--- config.mk ---
export PLATFORM = sky130hd
export DESIGN_NAME = new_means_calculation_block
export DESIGN_NICKNAME = d
export VERILOG_FILES = /design/src/rtl/new_means_calculation_block.sv
export SDC_FILE = /design/constraint.sdc
export NUM_CORES = 1
export LEC_CHECK = 0
export ABC_AREA = 0
export CORE_MARGIN = 8
export CORE_UTILIZATION = 50
export CTS_CLUSTER_DIAMETER = 50
export DETAILED_ROUTE_END_ITERATION = 12
export PLACE_DENSITY = 0.72
export SYNTH_ARGS = -nofsm -noshare
export SYNTH_HDL_FRONTEND = slang
export SYNTH_SLANG_ARGS = --single-unit
--- constraint.sdc ---
create_clock -name clk -period 2.6 [get_ports clk]
set_input_delay 0.65 -clock clk [delete_from_list [all_inputs] [get_ports clk]]
set_output_delay 0.65 -clock clk [all_outputs]
set_load 0.02 [all_outputs]
--- src/rtl/new_means_calculation_block.sv ---
// New-means datapath: divides each centroid's 7 accumulated coordinates by its point count.
// Optional macro ROUND_NEAREST_EN selects round-half-up; otherwise the mean is truncated.
module new_means_calculation_block #(
    parameter int dataWidth        = 91,
    parameter int accum_width      = 154,
    parameter int accum_cord_width = 22,
    parameter int cordinate_width  = 13,
    parameter int count_width      = 10
) (
    input  logic                   clk,
    input  logic                   rst_n,
    input  logic                   means_start,
    input  logic                   means_clr,
    output logic [2:0]             accum_sel,
    input  logic [accum_width-1:0] accum_in,
    input  logic [count_width-1:0] count_in,
    output logic [dataWidth-1:0]   new_centroid_in,
    output logic [2:0]             cent_num,
    output logic                   divide_by_0,
    output logic                   convergence_reg_en,
    output logic                   means_busy,
    output logic                   means_done
);

    localparam int NCORD = 7;
`ifdef ROUND_NEAREST_EN
    localparam int DVD_W = accum_cord_width + 1;
`else
    localparam int DVD_W = accum_cord_width;
`endif
    localparam int CNT_W = $clog2(DVD_W + 1);
    localparam logic [cordinate_width-1:0] SAT = '1;

    typedef enum logic [2:0] {IDLE, LOAD, DIV, OUT, DONE} state_t;

    state_t                 state;
    logic [2:0]             idx;
    logic [CNT_W-1:0]       div_cnt;
    logic [count_width-1:0] divisor;

    // Each lane shifts its dividend out at the top while quotient bits enter at the bottom,
    // so after DVD_W steps the dividend register holds the quotient.
    logic [DVD_W-1:0]       dvd      [NCORD];
    logic [count_width-1:0] rem      [NCORD];
    logic [DVD_W-1:0]       dvd_nxt  [NCORD];
    logic [count_width-1:0] rem_nxt  [NCORD];
    logic [DVD_W-1:0]       load_dvd [NCORD];
    logic [dataWidth-1:0]   quot_sat;

    always_comb begin : div_step
        logic [count_width:0] trial;
        // NOTE: every always_comb output gets a default first so no path can infer a latch.
        trial    = '0;
        quot_sat = '0;
        for (int i = 0; i < NCORD; i++) begin
            dvd_nxt[i] = dvd[i];
            rem_nxt[i] = rem[i];
            trial = {rem[i], dvd[i][DVD_W-1]};
            if (trial >= {1'b0, divisor}) begin
                // Partial remainder is always below the divisor, so it fits count_width bits.
                rem_nxt[i] = trial[count_width-1:0] - divisor;
                dvd_nxt[i] = {dvd[i][DVD_W-2:0], 1'b1};
            end else begin
                rem_nxt[i] = trial[count_width-1:0];
                dvd_nxt[i] = {dvd[i][DVD_W-2:0], 1'b0};
            end
            quot_sat[i*cordinate_width +: cordinate_width] =
                (|dvd_nxt[i][DVD_W-1:cordinate_width]) ? SAT : dvd_nxt[i][cordinate_width-1:0];
        end
    end

    always_comb begin
        for (int i = 0; i < NCORD; i++) begin
`ifdef ROUND_NEAREST_EN
            load_dvd[i] = DVD_W'(accum_in[i*accum_cord_width +: accum_cord_width])
                        + DVD_W'(count_in >> 1);
`else
            load_dvd[i] = accum_in[i*accum_cord_width +: accum_cord_width];
`endif
        end
    end

    // NOTE: all state here uses non-blocking assignments so every register samples pre-edge values.
    always_ff @(posedge clk or negedge rst_n) begin
        if (!rst_n) begin
            state              <= IDLE;
            idx                <= '0;
            div_cnt            <= '0;
            divisor            <= '0;
            accum_sel          <= '0;
            new_centroid_in    <= '0;
            cent_num           <= '0;
            divide_by_0        <= 1'b0;
            convergence_reg_en <= 1'b0;
            means_busy         <= 1'b0;
            means_done         <= 1'b0;
            // NOTE: the divider arrays are small register banks, not RAM, so they are reset.
            for (int i = 0; i < NCORD; i++) begin
                dvd[i] <= '0;
                rem[i] <= '0;
            end
        end else begin
            convergence_reg_en <= 1'b0;
            means_done         <= 1'b0;
            if (means_clr) begin
                state      <= IDLE;
                means_busy <= 1'b0;
            end else begin
                case (state)
                    IDLE: begin
                        if (means_start) begin
                            state      <= LOAD;
                            idx        <= '0;
                            accum_sel  <= '0;
                            means_busy <= 1'b1;
                        end
                    end
                    LOAD: begin
                        divisor <= count_in;
                        div_cnt <= '0;
                        for (int i = 0; i < NCORD; i++) begin
                            dvd[i] <= load_dvd[i];
                            rem[i] <= '0;
                        end
                        if (count_in == '0) begin
                            // Zero count: flag it and let the consumer keep the old centroid.
                            state              <= OUT;
                            new_centroid_in    <= '0;
                            divide_by_0        <= 1'b1;
                            cent_num           <= idx;
                            convergence_reg_en <= 1'b1;
                        end else begin
                            state <= DIV;
                        end
                    end
                    DIV: begin
                        div_cnt <= div_cnt + 1'b1;
                        for (int i = 0; i < NCORD; i++) begin
                            dvd[i] <= dvd_nxt[i];
                            rem[i] <= rem_nxt[i];
                        end
                        if (div_cnt == CNT_W'(DVD_W - 1)) begin
                            state              <= OUT;
                            new_centroid_in    <= quot_sat;
                            divide_by_0        <= 1'b0;
                            cent_num           <= idx;
                            convergence_reg_en <= 1'b1;
                        end
                    end
                    OUT: begin
                        if (idx == 3'd7) begin
                            state      <= DONE;
                            means_done <= 1'b1;
                        end else begin
                            state     <= LOAD;
                            idx       <= idx + 3'd1;
                            accum_sel <= idx + 3'd1;
                        end
                    end
                    DONE: begin
                        state      <= IDLE;
                        means_busy <= 1'b0;
                    end
                    default: begin
                        state      <= IDLE;
                        means_busy <= 1'b0;
                    end
                endcase
            end
        end
    end

endmodule

**Yosys cells after proc, flatten, opt, wreduce, memory -nomap -nowiden**

Cells that the tools add are included.
W data, S select, Z words.

- Bits in registers: 343
- Input port bits: 168
- Output and inout port bits: 101
- Logic and storage cells: 123

- Add/sub/neg operators: 9
- Magnitude comparators: 7
- Equality and inequality tests: 12
- Muxes and demuxes: 52
- Bitwise gates (word level): 1
- Reductions and logical operators: 18

Operators with widths:

| kind | number |
|---|---|
| $pmux W154 S2 | 1 |
| $mux W91 | 2 |
| $pmux W91 S2 | 1 |
| $pmux W70 S2 | 1 |
| $mux W13 | 7 |
| $ge A11 B10 Y1 | 7 |
| $mux W10 | 7 |
| $sub A10 B10 Y10 | 7 |
| $reduce_or A9 Y1 | 7 |
| $mux W3 | 8 |
| $mux W1 | 18 |
| $pmux W3 S2 | 2 |
| $pmux W3 S4 | 1 |
| $logic_not A10 Y1 | 1 |
| $pmux W5 S2 | 1 |
| $ne A2 B2 Y1 const B | 4 |
| $reduce_and A2 Y1 | 4 |
| $reduce_and A4 Y1 | 2 |
| $eq A3 B2 Y1 const B | 2 |
| $ne A3 B3 Y1 const B | 2 |
| $pmux W1 S2 | 3 |
| $add A5 B1 Y5 const B | 1 |
| $eq A5 B5 Y1 const B | 1 |
| $reduce_bool A2 Y1 | 2 |
| other kinds (7) | 7 |

**Logic depth before layout (Yosys ltp)**

- Depth after elaboration: 5
- Gate-level depth with buffers: 10
- Mapped depth without buffers: 10

**Least setup slack after synthesis**

OpenSTA, ideal clock, no wires.

- Kind: register to register
- Start point: register divisor[1]
- End point: register rem[20] (netlist bit)
- Setup time: 0.122 ns
- Arrival: 2.226 ns
- Data required time: 2.478 ns
- Slack: 0.252 ns
- Cell stages (with the launch flop): 10
- Path buffers: 1
- Period minus slack after synthesis: 2.348 ns
- Path through: dfrtp_1 inv_1 ha_1 nand2b_1 a21o_1 a41o_1 a41o_1 buf_2 nand2_1 a32o_1

- Word-level cells in the longest chain between the ends: 3

Ends and longest elaborated chain:

| item | line | text |
|---|---|---|
| from (decl) | 39 | `logic [count_width-1:0] divisor;` |
| from (signal assigned) | 119 | `divisor <= count_in;` |
| $ge A11 B10 Y1 | 59 | `if (trial >= {1'b0, divisor}) begin` |
| $mux W10 | 59 |  |
| $pmux W70 S2 | 109 | `case (state)` |
| to (signal, indexed assignment) | 140 | `rem[i] <= rem_nxt[i];` |
| to (decl) | 44 | `logic [count_width-1:0] rem [NCORD];` |

Every way passes these cells.
A chain may end at the register's enable or synchronous reset.

**Final worst setup path**

- Start point: register divisor[3]
- End point: register rem[61] (netlist bit)

The elaborated chain is that of the path after synthesis.

==> key figures <==
Clock network
  • Cell chosen for the clock root: clkbuf_16
  • Clk sinks: 343
  • Worst-path clk slew: 0.05 ns
  • CTS Hold Buffers Added: 0
  • CTS tree: done
  • Deepest clock path buffer count: 3
  • Clk_lat worst skew: 0.55 ns
  • H-Tree Depth: 2
  • CTS buffer count: 40

STA
  • Slew margin rel.: 59.4%
  • Final Setup Violations: 0
  • Setup tns final: 0 ns
  • Final period util: 96.9%
  • Fmax: 397 MHz
  • Clock skew: 0.0232 ns
  • Slew Limit Fails: 0
  • RSZ-0062 raised after global routing: true
  • Minimum clock period: 2.52 ns
  • Fin. Hold Viols: 0
  • Worst Max-Slew Pin Slew: 0.608 ns

Setup path
  • Crit path largest cell delay: 0.36 ns
  • Required time worst endpoint: 2.99 ns
  • CP Class: flip-flop to flip-flop
  • Crit path max-delay cell type: dfrtp_1
  • WP data arrival: 2.91 ns
  • Crit path launch type: flip-flop
  • CP Max Fanout: 8
  • Critical path's most frequent cell: buf_4
  • Crit path buf inv count: 3
  • Worst-path cell chain: clkinvlp_4 > buf_4 > ha_1 > o211ai_1 > a21oi_2 > o21ai_1 > a41oi_2 > buf_4 > mux2i_1 > o21ai_0
  • CP delay by family, top: compound AO/OA/AOI/OAI gates
  • Crit. End Element: flip-flop

Die
  • Die Wd: 203 um
  • Row Count: 68
  • Area of the die: 0.0414 sq mm
  • Top Ports: 269
  • Die Y: 203 um
  • Starting Density: 50.8%
  • Core footprint: 0.0345 sq mm

Drt
  • DR DRC count: 0
  • Vias after detailed routing: 15500
  • DR vias/cell: 5.96
  • DR WL/cell: 20.1 um
  • Pre-Repair DR Iteration Count: 13
  • Post-route ant nets: 0
  • Routed wire length: 52200 um
  • Number of DRC markers in iteration 0: 1606

Yosys
  • Post-synth top area share: 48.9%
  • Synth cell count leaders: dfrtp_1, nand2_1, inv_1
  • Synth area leaders: dfrtp_1, a222oi_1, nand2_1
  • Post-synthesis cell count: 1827
  • Seq/Total Area, Yosys: 48.9%
  • Syn avg cell area: 9.61 sq um
  • Synth cell types: 61
  • Most common cell in the netlist: dfrtp_1
  • Post-Syn Area: 0.0176 sq mm
  • Number of synthesized flops with an enable pin: 0
  • Ys Warns: 0
  • Largest area contributor in the netlist: dfrtp_1
  • Mapped Nets: 2076
  • Primary FF master, synth: dfrtp_1
  • Asr flop ratio synth: 100%
  • Seq cells post-synth: 343

Layout
  • Multi-input logic area: 0.00782 sq mm
  • Register area: 0.00858 sq mm
  • P&R area growth vs syn: 28.9%
  • Post-layout util: 65.5%
  • Final net count: 2360
  • Layout fillers: 2820
  • Proportion of layout cells with a drive suffix above 1: 8.41%

Placement
  • Gpl congestion: 0.876
  • I/O Buffers: 268
  • HPWL Detailed: 36500 um

Pwr
  • VDD IR max: 0.000844 V
  • Power per cell area: 1210 mW/mm^2
  • Leak pwr: 0.0109 uW

Global route
  • First-pass GRT wire length: 82800 um
  • Vias in the first global route: 15100
  • GRT overflow: 0
  • GRT Overall Usage: 24.5%
  • Initial antenna violation count: 5
  • Largest net degree at the start of global routing: 136

Outcome
  • Status: complete, no violations

Run
  • Max-cap viol count: 0

Hold path
  • Worst hold path class: primary input to asynchronous set/reset pin
==> cells in the final DEF, fill, tap and decap left out, drive strengths merged, types with 6 or more instances in the layout <==
master,synthesis,final
dfrtp,343,343
nand2,317,317
clkdlybuf4s50,0,267
o21ai,170,170
inv,166,167
a222oi,129,129
buf,77,90
ha,74,74
nor2,66,66
a21oi,54,54
clkbuf,38,51
nand3,50,50
mux2i,39,39
nor3,27,27
xor2,27,27
a31oi,24,24
xnor2,20,20
nand2b,20,20
nand4,18,18
o211ai,16,16
nor2b,12,12
a21o,12,12
a211oi,11,11
o311ai,11,11
clkinv,1,11
nor4,10,10
a22o,8,8
fa,7,7
or3,7,7
a32oi,6,6
o31ai,6,6
==> state kept, by name, indices dropped and copies added (netlist names), 3 cells and up <==
| name | count |
|---|---|
| cent_num | 3 |
| new_centroid_in | 91 |
| div_step.trial | 11 |
| state | 3 |
| dvd | 153 |
| divisor | 10 |
| div_cnt | 5 |
| rem | 60 |
| idx | 3 |
==> timing repair <==
action | CTS | global route
gates resized for setup | 1 | 10
gates cloned | 0 | 0
setup endpoints to repair | 1 | 15
setup buffers | 0 | 2
pin swaps | 0 | 0
==> layout make-up <==
class,instances,area share [%]
Clock inverter,20,1.07
Tap cell,455,2.52
Antenna cell,4,0.0442
Timing Repair Buffer,357,16.2
Multi-Input combinational cell,1202,34.5
Sequential cell,343,37.9
Clock buffer,51,4.87
Inverter,167,2.79
==> final timing paths <==
path	from	endpoint	slack, ns	cells past startpoint
min reg2reg	new_centroid_in[2]	new_centroid_in[2]	0.47	2
max in group asynchronous	rst_n	dvd[130]	1.70	2
min	rst_n	dvd[147]	0.08	1
max reg2reg	divisor[3]	rem[61]	0.08	10
max	divisor[3]	rem[61]	0.08	10
min in group clk	new_centroid_in[2]	new_centroid_in[2]	0.47	2
==> stage by stage <==
stage	std cells	total power, uW	setup slack (ns)	hold slack [ns]	instance area (sq um)
after floorplan	1827	17300	0.252	0.354	17600
after global placement	2522	20800	-0.190	0.450	21200
after detailed placement	2522	21300	-0.291	0.455	21200
after CTS	2593	27100	0.0549	0.0852	22600
after global routing	2599	29200	-0.0648	0.103	22600
final	2599	27300	0.0807	0.0751	22600
==> cells by family (layout without fill, tap and decap cells) <==
logic type                 Yosys count  in the layout  synth area share [%]
muxes                               42             42                  2.42
xor gates and xnor gates            47             47                  2.35
buffers and inverters              282            595                  6.96
AOI/OAI and AO/OA                  492            492                  19.9
other                                0              4                     0
DFF                                343            343                  48.9
adders and majority gates           81             81                  6.07
and+or+nand+nor                    540            540                  13.4
==> per-layer routing <==
| metal | up-vias | global-route usage [%] | share of wire (%) |
|---|---|---|---|
| met5 | - | 0 | 0.025 |
| met4 | 2 | 8.37 | 2.8 |
| met3 | 97 | 4.82 | 7.0 |
| met2 | 572 | 40.2 | 48 |
| met1 | 7636 | 32.2 | 42 |
| li1 | 7190 | - | - |
==> power breakdown <==
group	internal (uW)	switching, uW	total [uW]
sequential	7070	1510	8580
combinational	6090	6930	13000
clock	3420	2280	5700
total	16600	10700	27300
==> worst reg2reg max path, cell delays in order (launching register included) <==
cell        delay [ns]
dfrtp_1           0.36
clkinvlp_4        0.24
buf_4             0.23
ha_1              0.36
o211ai_1          0.12
a21oi_2           0.20
o21ai_1           0.14
a41oi_2           0.17
buf_4             0.24
mux2i_1           0.22
o21ai_0           0.10
Power figures use the tool's default switching activity.
